`src/rtl/ram_port_arbiter.sv`:
```
// ram_port_arbiter
// Shares the single PSRAM data port between the CPU data path (m0) and a
// secondary master (m1). Round-robin arbitration with one outstanding
// transaction. The winning request is latched into the slave-side registers
// at grant, so masters only have to keep requesting until their done pulse.
// A watchdog aborts a slave transaction that never completes. After every
// completion the arbiter spends one RELEASE cycle ignoring requests, which
// gives the finished master time to drop its request.
module ram_port_arbiter #(
   parameter int          ADDR_W   = 32,
   parameter int          TIMEOUT  = 1024,
   parameter logic [31:0] ERR_DATA = 32'hDEADBEEF
) (
   input  logic              clk,
   input  logic              reset,

   input  logic              m0_ren,
   input  logic              m0_wen,
   input  logic [ADDR_W-1:0] m0_addr,
   input  logic [31:0]       m0_wdata,
   input  logic [3:0]        m0_be,
   output logic [31:0]       m0_rdata,
   output logic              m0_done,
   output logic              m0_err,

   input  logic              m1_ren,
   input  logic              m1_wen,
   input  logic [ADDR_W-1:0] m1_addr,
   input  logic [31:0]       m1_wdata,
   input  logic [3:0]        m1_be,
   output logic [31:0]       m1_rdata,
   output logic              m1_done,
   output logic              m1_err,

   output logic              s_ren,
   output logic              s_wen,
   output logic [ADDR_W-1:0] s_addr,
   output logic [31:0]       s_wdata,
   output logic [3:0]        s_be,
   input  logic [31:0]       s_rdata,
   input  logic              s_done,

   output logic [1:0]        grant
);

   localparam int CNT_W = (TIMEOUT > 2) ? $clog2(TIMEOUT) : 1;
   localparam logic [CNT_W-1:0] LAST_CNT = CNT_W'(TIMEOUT - 1);

   typedef enum logic [1:0] {
      IDLE    = 2'd0,
      BUSY    = 2'd1,
      RELEASE = 2'd2
   } state_t;

   state_t           r_state;
   state_t           w_nextState;
   logic             r_lastM1;
   logic [CNT_W-1:0] r_wdCount;

   logic             w_req0;
   logic             w_req1;
   logic             w_start;
   logic             w_pickM1;
   logic             w_complete;
   logic             w_abort;
   logic             w_selRen;
   logic             w_selWen;

   // Next-state and arbitration decision; s_done takes priority over the watchdog.
   always_comb begin
      w_nextState = r_state;
      w_start     = 1'b0;
      w_pickM1    = 1'b0;
      w_complete  = 1'b0;
      w_abort     = 1'b0;
      w_req0      = m0_ren | m0_wen;
      w_req1      = m1_ren | m1_wen;
      case (r_state)
         IDLE: begin
            if (w_req0 || w_req1) begin
               w_start     = 1'b1;
               w_pickM1    = (w_req0 && w_req1) ? ~r_lastM1 : w_req1;
               w_nextState = BUSY;
            end
         end
         BUSY: begin
            if (s_done) begin
               w_complete  = 1'b1;
               w_nextState = RELEASE;
            end else if (r_wdCount == LAST_CNT) begin
               w_abort     = 1'b1;
               w_nextState = RELEASE;
            end
         end
         RELEASE: begin
            w_nextState = IDLE;
         end
         default: begin
            w_nextState = IDLE;
         end
      endcase
      w_selRen = w_pickM1 ? m1_ren : m0_ren;
      w_selWen = w_pickM1 ? m1_wen : m0_wen;
   end

   // State register.
   always_ff @(posedge clk or negedge reset) begin
      if (!reset) begin
         r_state <= IDLE;
      end else begin
         r_state <= w_nextState;
      end
   end

   // Slave-side request latch and grant; strobes hold for the whole BUSY phase.
   always_ff @(posedge clk or negedge reset) begin
      if (!reset) begin
         s_ren   <= 1'b0;
         s_wen   <= 1'b0;
         s_addr  <= '0;
         s_wdata <= '0;
         s_be    <= '0;
         grant   <= 2'b00;
      end else if (w_start) begin
         s_wen   <= w_selWen;
         s_ren   <= w_selRen & ~w_selWen;
         s_addr  <= w_pickM1 ? m1_addr  : m0_addr;
         s_wdata <= w_pickM1 ? m1_wdata : m0_wdata;
         s_be    <= w_pickM1 ? m1_be    : m0_be;
         grant   <= w_pickM1 ? 2'b10 : 2'b01;
      end else if (w_complete) begin
         s_ren   <= 1'b0;
         s_wen   <= 1'b0;
         grant   <= 2'b00;
      end else if (w_abort) begin
         s_ren   <= 1'b0;
         s_wen   <= 1'b0;
         s_addr  <= '0;
         s_wdata <= '0;
         s_be    <= '0;
         grant   <= 2'b00;
      end
   end

   // Watchdog: restarts on every grant and counts BUSY cycles.
   always_ff @(posedge clk or negedge reset) begin
      if (!reset) begin
         r_wdCount <= '0;
      end else if (w_start) begin
         r_wdCount <= '0;
      end else if (r_state == BUSY && !w_abort) begin
         r_wdCount <= r_wdCount + CNT_W'(1);
      end
   end

   // Master-side results: one-cycle done/err pulses, read data held until the next read.
   always_ff @(posedge clk or negedge reset) begin
      if (!reset) begin
         m0_rdata <= '0;
         m0_done  <= 1'b0;
         m0_err   <= 1'b0;
         m1_rdata <= '0;
         m1_done  <= 1'b0;
         m1_err   <= 1'b0;
      end else begin
         m0_done <= 1'b0;
         m0_err  <= 1'b0;
         m1_done <= 1'b0;
         m1_err  <= 1'b0;
         if (w_complete || w_abort) begin
            if (grant[1]) begin
               m1_done <= 1'b1;
               m1_err  <= w_abort;
               if (s_ren) begin
                  m1_rdata <= w_abort ? ERR_DATA : s_rdata;
               end
            end else begin
               m0_done <= 1'b1;
               m0_err  <= w_abort;
               if (s_ren) begin
                  m0_rdata <= w_abort ? ERR_DATA : s_rdata;
               end
            end
         end
      end
   end

   // Round-robin memory: the owner of the last normally completed transaction.
   always_ff @(posedge clk or negedge reset) begin
      if (!reset) begin
         r_lastM1 <= 1'b1;
      end else if (w_complete) begin
         r_lastM1 <= grant[1];
      end
   end

endmodule

```
`config.mk`:
```
export PLATFORM = sky130hd
export DESIGN_NAME = ram_port_arbiter
export DESIGN_NICKNAME = d
export VERILOG_FILES = /design/src/rtl/ram_port_arbiter.sv
export SDC_FILE = /design/constraint.sdc
export NUM_CORES = 1
export LEC_CHECK = 0
export ABC_AREA = 0
export CAP_MARGIN = 30
export CORE_MARGIN = 8
export CORE_UTILIZATION = 42
export DETAILED_ROUTE_END_ITERATION = 12
export GPL_ROUTABILITY_DRIVEN = 0
export PLACE_DENSITY_LB_ADDON = 0.15
export SLEW_MARGIN = 20
export SYNTH_ARGS = -nofsm -noshare
export SYNTH_HDL_FRONTEND = slang
export SYNTH_SLANG_ARGS = --single-unit
```
`constraint.sdc`:
```
create_clock -name clk -period 2.25 [get_ports clk]
set_input_delay 0.3375 -clock clk [delete_from_list [all_inputs] [get_ports clk]]
set_output_delay 0.3375 -clock clk [all_outputs]
set_load 0.01 [all_outputs]
```
======== Yosys cells after proc, flatten, opt, wreduce, memory -nomap -nowiden ========
Cells that the tools add are included.
word-level totals
  register bits ........................... 153
  latch bits .............................. 0
  bits in writable memories ............... 0
  ROM bits ................................ 0
  input bits .............................. 175
  output and inout bits ................... 140
  logic and storage cells ................. 85
  memories kept ........................... 0
cells by class
  $add $sub $neg .......................... 1
  $mul .................................... 0
  divide/modulo/power cells ............... 0
  magnitude comparators ................... 0
  equal/unequal tests ..................... 5
  shift-type cells ........................ 0
  multiplexer cells ....................... 45
  bitwise operators ....................... 6
  reductions and logical operators ........ 13
operator list
  kind                                                             number
  32-bit two-way mux                                               7
  1-bit two-way mux                                                24
  10-bit two-way mux                                               2
  4-bit two-way mux                                                4
  2-bit two-way mux                                                7
  10-bit by 1-bit adder with 10-bit output, second input constant  1
  10-bit == test, second input constant                            1
  3-bit AND reduction                                              2
  2-bit inequality test, second input constant                     2
  2-bit case mux with 2 select lines                               1
  2-bit AND reduction                                              2
  2-bit nonzero test                                               2
  3-bit inequality test, second input constant                     1
  1-bit inverter                                                   3
  3-bit nonzero test                                               1
  2-bit by 1-bit == test with 1-bit output, second input constant  1
  1-bit logical AND                                                2
  2-bit logical NOT                                                1
  1-bit logical OR                                                 2
  1-bit bitwise OR                                                 2
  1-bit bitwise AND                                                1
  1-bit logical NOT                                                1

======== Depth between registers and ports, before layout ========
  depth in word-level cells ............... 9
  mapped depth ............................ 7
  gate-level depth less buffers ........... 5

======== Worst setup path after synthesis ========
Ideal clock, no wire load.
  kind .................................... register to register
  start ................................... reg r_wdCount[0]
  end ..................................... reg m1_rdata[11]
  data arrival time ....................... 1823 ps
  data required time ...................... 2125 ps
  setup slack ............................. 303 ps
  cell stages (with the launch flop) ...... 8
  path buffers ............................ 2
  period minus slack after synthesis ...... 1947 ps
  cell sequence ........................... dfrtp_1 -> ha_1 -> nand3_1 -> o41ai_4 -> and3_1 -> buf_6 -> buf_12 -> mux2_2
between the ends
  word-level cells in the longest chain between the ends .. 6
  elaborated cells on any way between the ends .. 7
  those cells by class .................... 1 x eq/ne; 4 x mux; 2 x reduce/logical
RTL lines
  what                           RTL line  source
  start: declaration             58        logic [CNT_W-1:0] r_wdCount;
  start signal: assignment       152       r_wdCount <= r_wdCount + CNT_W'(1);
  10-bit == test (*)             90        end else if (r_wdCount == LAST_CNT) begin
  1-bit two-way mux (*)          90
  1-bit two-way mux (*)          87        if (s_done) begin
  1-bit two-way mux (*)          78        case (r_state)
  1-bit logical OR               170       if (w_complete || w_abort) begin
  3-bit AND reduction (no line)  n/a
  end signal: assignment         175       m1_rdata <= w_abort ? ERR_DATA : s_rdata;
  end: declaration               31        output logic [31:0] m1_rdata,
Mark *: on every way between the ends. The rest lies on a longest branch, timed or not.
A chain may end at the register's enable or synchronous reset.

======== Worst setup path in the final report ========
  start ................................... reg r_wdCount[0]
  end ..................................... reg m1_rdata[15]
Same word-level chain as after synthesis.

==> results.ini <==
[critical_path]
cp_max_fo=32
start_kind=flop
r2r_slack_ps=150
crit_slowest_cell=dfrtp_1
startpoint=r_wdCount[0]
crit_path_max_incr_delay_ps=400
crit_type=reg -> reg
reg2reg_depth=6
r2r-end=m1_rdata[15]
r2r-start=r_wdCount[0]
worstSetupEndpoint=m1_rdata[15]
critPathCaptureType=flop
crit_arrival_ps=2390
crit_chain=ha_1 -> nand3_1 -> o41ai_4 -> and3_2 -> buf_12 -> mux2_2
worstPathRequired_ps=2540

[place]
hpwl_microns=16040
portBuffers=314
dpl.cell_count=1020

[layout]
antenna_cells=0
final_cells=1052
layout-drive-gt1-share_pct=18.15
nFillCells=1232
syn2layout_area_growth_pct=58.87
final_nets=996

[synthesis]
synth.area.top_cells=dfrtp_1 55%, mux2_4 11%, a22o_1 8.8%
synth_cells=502
avgSynthCellArea_sq_um=13.71
ys_seq_area_share_pct=55.63
yosys_warnings=0
yosys-top-cells-count=152 x dfrtp_1, 70 x a21o_1, 69 x a22o_1
synth_most_common_cell=dfrtp_1
synth_edf_count=0
ys_types=45
dominantRegCellSynth=dfrtp_1
yosysTopAreaCellShare_pct=55.25
synthArstFlopShare_pct=100.0
ys_ff_latch=153
yosys.area.top_type=dfrtp_1
syn-num-nets=678
synth_area_sq_um=6884

[global_routing]
antenna_found_initial=0
grt_pass1_wl_microns=31770
grt_remaining_overflow=0
grt_pass1_vias=5944
track_usage_pct=20.00
grt_max_degree=70

[die]
num_io_pins=315
die_h_microns=144.0
dieWidth_microns=144.0
dieArea_sq_um=20740
rows=47
start_util_pct=42.26
core_sq_um=16290

[worst_hold_path]
hold_path.class=in -> async

[sta]
period_minus_slack_ps=2101
setup_viol=0
slew_violations=0
hold_viol=0
fin_crit_sh_pct=93.36
max_freq_mhz=476.0
clock-skew-final_ps=10.28
tightestPinTransition_ps=548.3
hold_ws_ps=472.2
rsz0062_at_grt=false
relSlewSlack_pct=63.44
finalSetupTns_ps=0

[routing]
route.detailed.drc=0
wl_per_cell_microns=19.65
ant_nets=0
wirelength_microns=20670
vias=5368
drt-vias-per-instance=5.103
dr.pass1.iters=4
drt_iter0_markers=217

[clocking]
cts_tree=built
cts_buffers=17
cts_resized=0
cts_buffer_depth=2
h-tree-depth=4
clock-sinks=153
cts_root_buf=clkbuf_16
clk_pin_slew_worst_paths_ps=60
clk_latency_ps=410
postCtsSetupRepairBufs=0

[flow_run]
drv_cap=0

[pwr]
peakVddDrop_mv=0.5863
power.density_nw_per_um2=1326
power_leakage_nw=5.104

[status]
status=complete, no violations

worst max-delay path, delay by kind of cell, from the launching register on:
kind                     cells  cell delay [ps]
adder cells (fa/ha/maj)      1              250
flip-flops                   1              400
AO/OA/AOI/OAI                1              270
buffers and inverters        1              240
AND/OR/NAND/NOR              2              430
multiplexers                 1              370
state kept, by name, summed over array words and instances (netlist names):
| signal | flops |
|---|---|
| grant | 2 |
| m0_done | 1 |
| m0_err | 1 |
| m0_rdata | 32 |
| m1_done | 1 |
| m1_err | 1 |
| m1_rdata | 32 |
| r_lastM1 | 1 |
| r_state | 2 |
| r_wdCount | 10 |
| s_addr | 32 |
| s_be | 4 |
| s_ren | 1 |
| s_wdata | 32 |
| s_wen | 1 |
layer usage:
metal  up-vias  global-route usage [%]  part of all wire, %
met4         0                   7.692                  2.7
met2       221                   33.52                   50
met1      2631                   23.30                   40
met3        29                   6.669                  8.1
li1       2487                       -                    -
met5         -                       0                    0
power breakdown:
group,total (mW),internal (mW),leakage [nW],switching [mW]
registers,4.77,4.01,1.91,0.759
clock network,3.03,1.94,0.309,1.09
logic,6.70,4.02,2.88,2.68
total,14.5,9.98,5.10,4.52
cell usage in the layout, fill, tap and decap left out, drive strengths merged, types with 2 or more instances in the layout:
| cell type | instances |
|---|---|
| bufinv | 4 |
| clkinv | 3 |
| o21ai | 2 |
| nand2 | 12 |
| nor2b | 11 |
| o31ai | 3 |
| nand2b | 3 |
| or2 | 24 |
| nand3 | 4 |
| nor4 | 2 |
| a21o | 70 |
| a22o | 69 |
| and3b | 2 |
| dfrtp | 152 |
| mux2i | 4 |
| and3 | 2 |
| nor2 | 9 |
| nor3 | 3 |
| and2 | 3 |
| or4 | 4 |
| buf | 20 |
| and4b | 2 |
| a21oi | 4 |
| mux2 | 65 |
| clkinvlp | 2 |
| clkbuf | 20 |
| inv | 4 |
| clkdlybuf4s50 | 313 |
| o211ai | 3 |
worst min path at each step:
stage	slack, ps	to
finish	470	m1_rdata[30]
global route	490	s_addr[11]
CTS	480	m1_rdata[30]
detailed placement	350	m0_rdata[30]
global placement	340	m1_rdata[27]
floorplan	40	grant[0]
area by class of cell:
type | instances | area, sq um | share of cell area, %
Clock inverter | 11 | 167.7 | 1.533
Timing Repair Buffer | 334 | 3397 | 31.06
Clock buffer | 20 | 466.7 | 4.267
Sequential cell | 153 | 3830 | 35.02
Inverter | 2 | 7.507 | 0.06864
Tap cell | 220 | 275.3 | 2.517
Multi-Input combinational cell | 312 | 2793 | 25.53
cell families after synthesis:
kind of cell | after synthesis | synth area share (%)
buffers and inverters | 37 | 3.926
xor gates and xnor gates | 1 | 0.1272
and+or+nand+nor | 84 | 7.670
DFF | 153 | 55.63
AOI/OAI and AO/OA | 157 | 18.52
muxes | 69 | 13.94
adders and majority gates | 1 | 0.1817
per-stage QoR:
stage,power [mW],instance area (sq um),setup WS (ps),util (%)
after floorplan,7.932,6884,302.7,-
after global placement,11.39,10290,27.88,63.18
after global routing,15.29,10940,35.09,67.14
after detailed placement,11.59,10290,4.052,63.18
after CTS,14.67,10940,146.0,67.14
final,14.50,10940,149.3,67.14
timing repair:
action                                  in CTS  in global routing
endpoints found under the setup margin       0                  0
hold buffers                                 1                  0
endpoints found under the hold margin       55                  0
No activity file was read; power rests on OpenSTA's default activity.
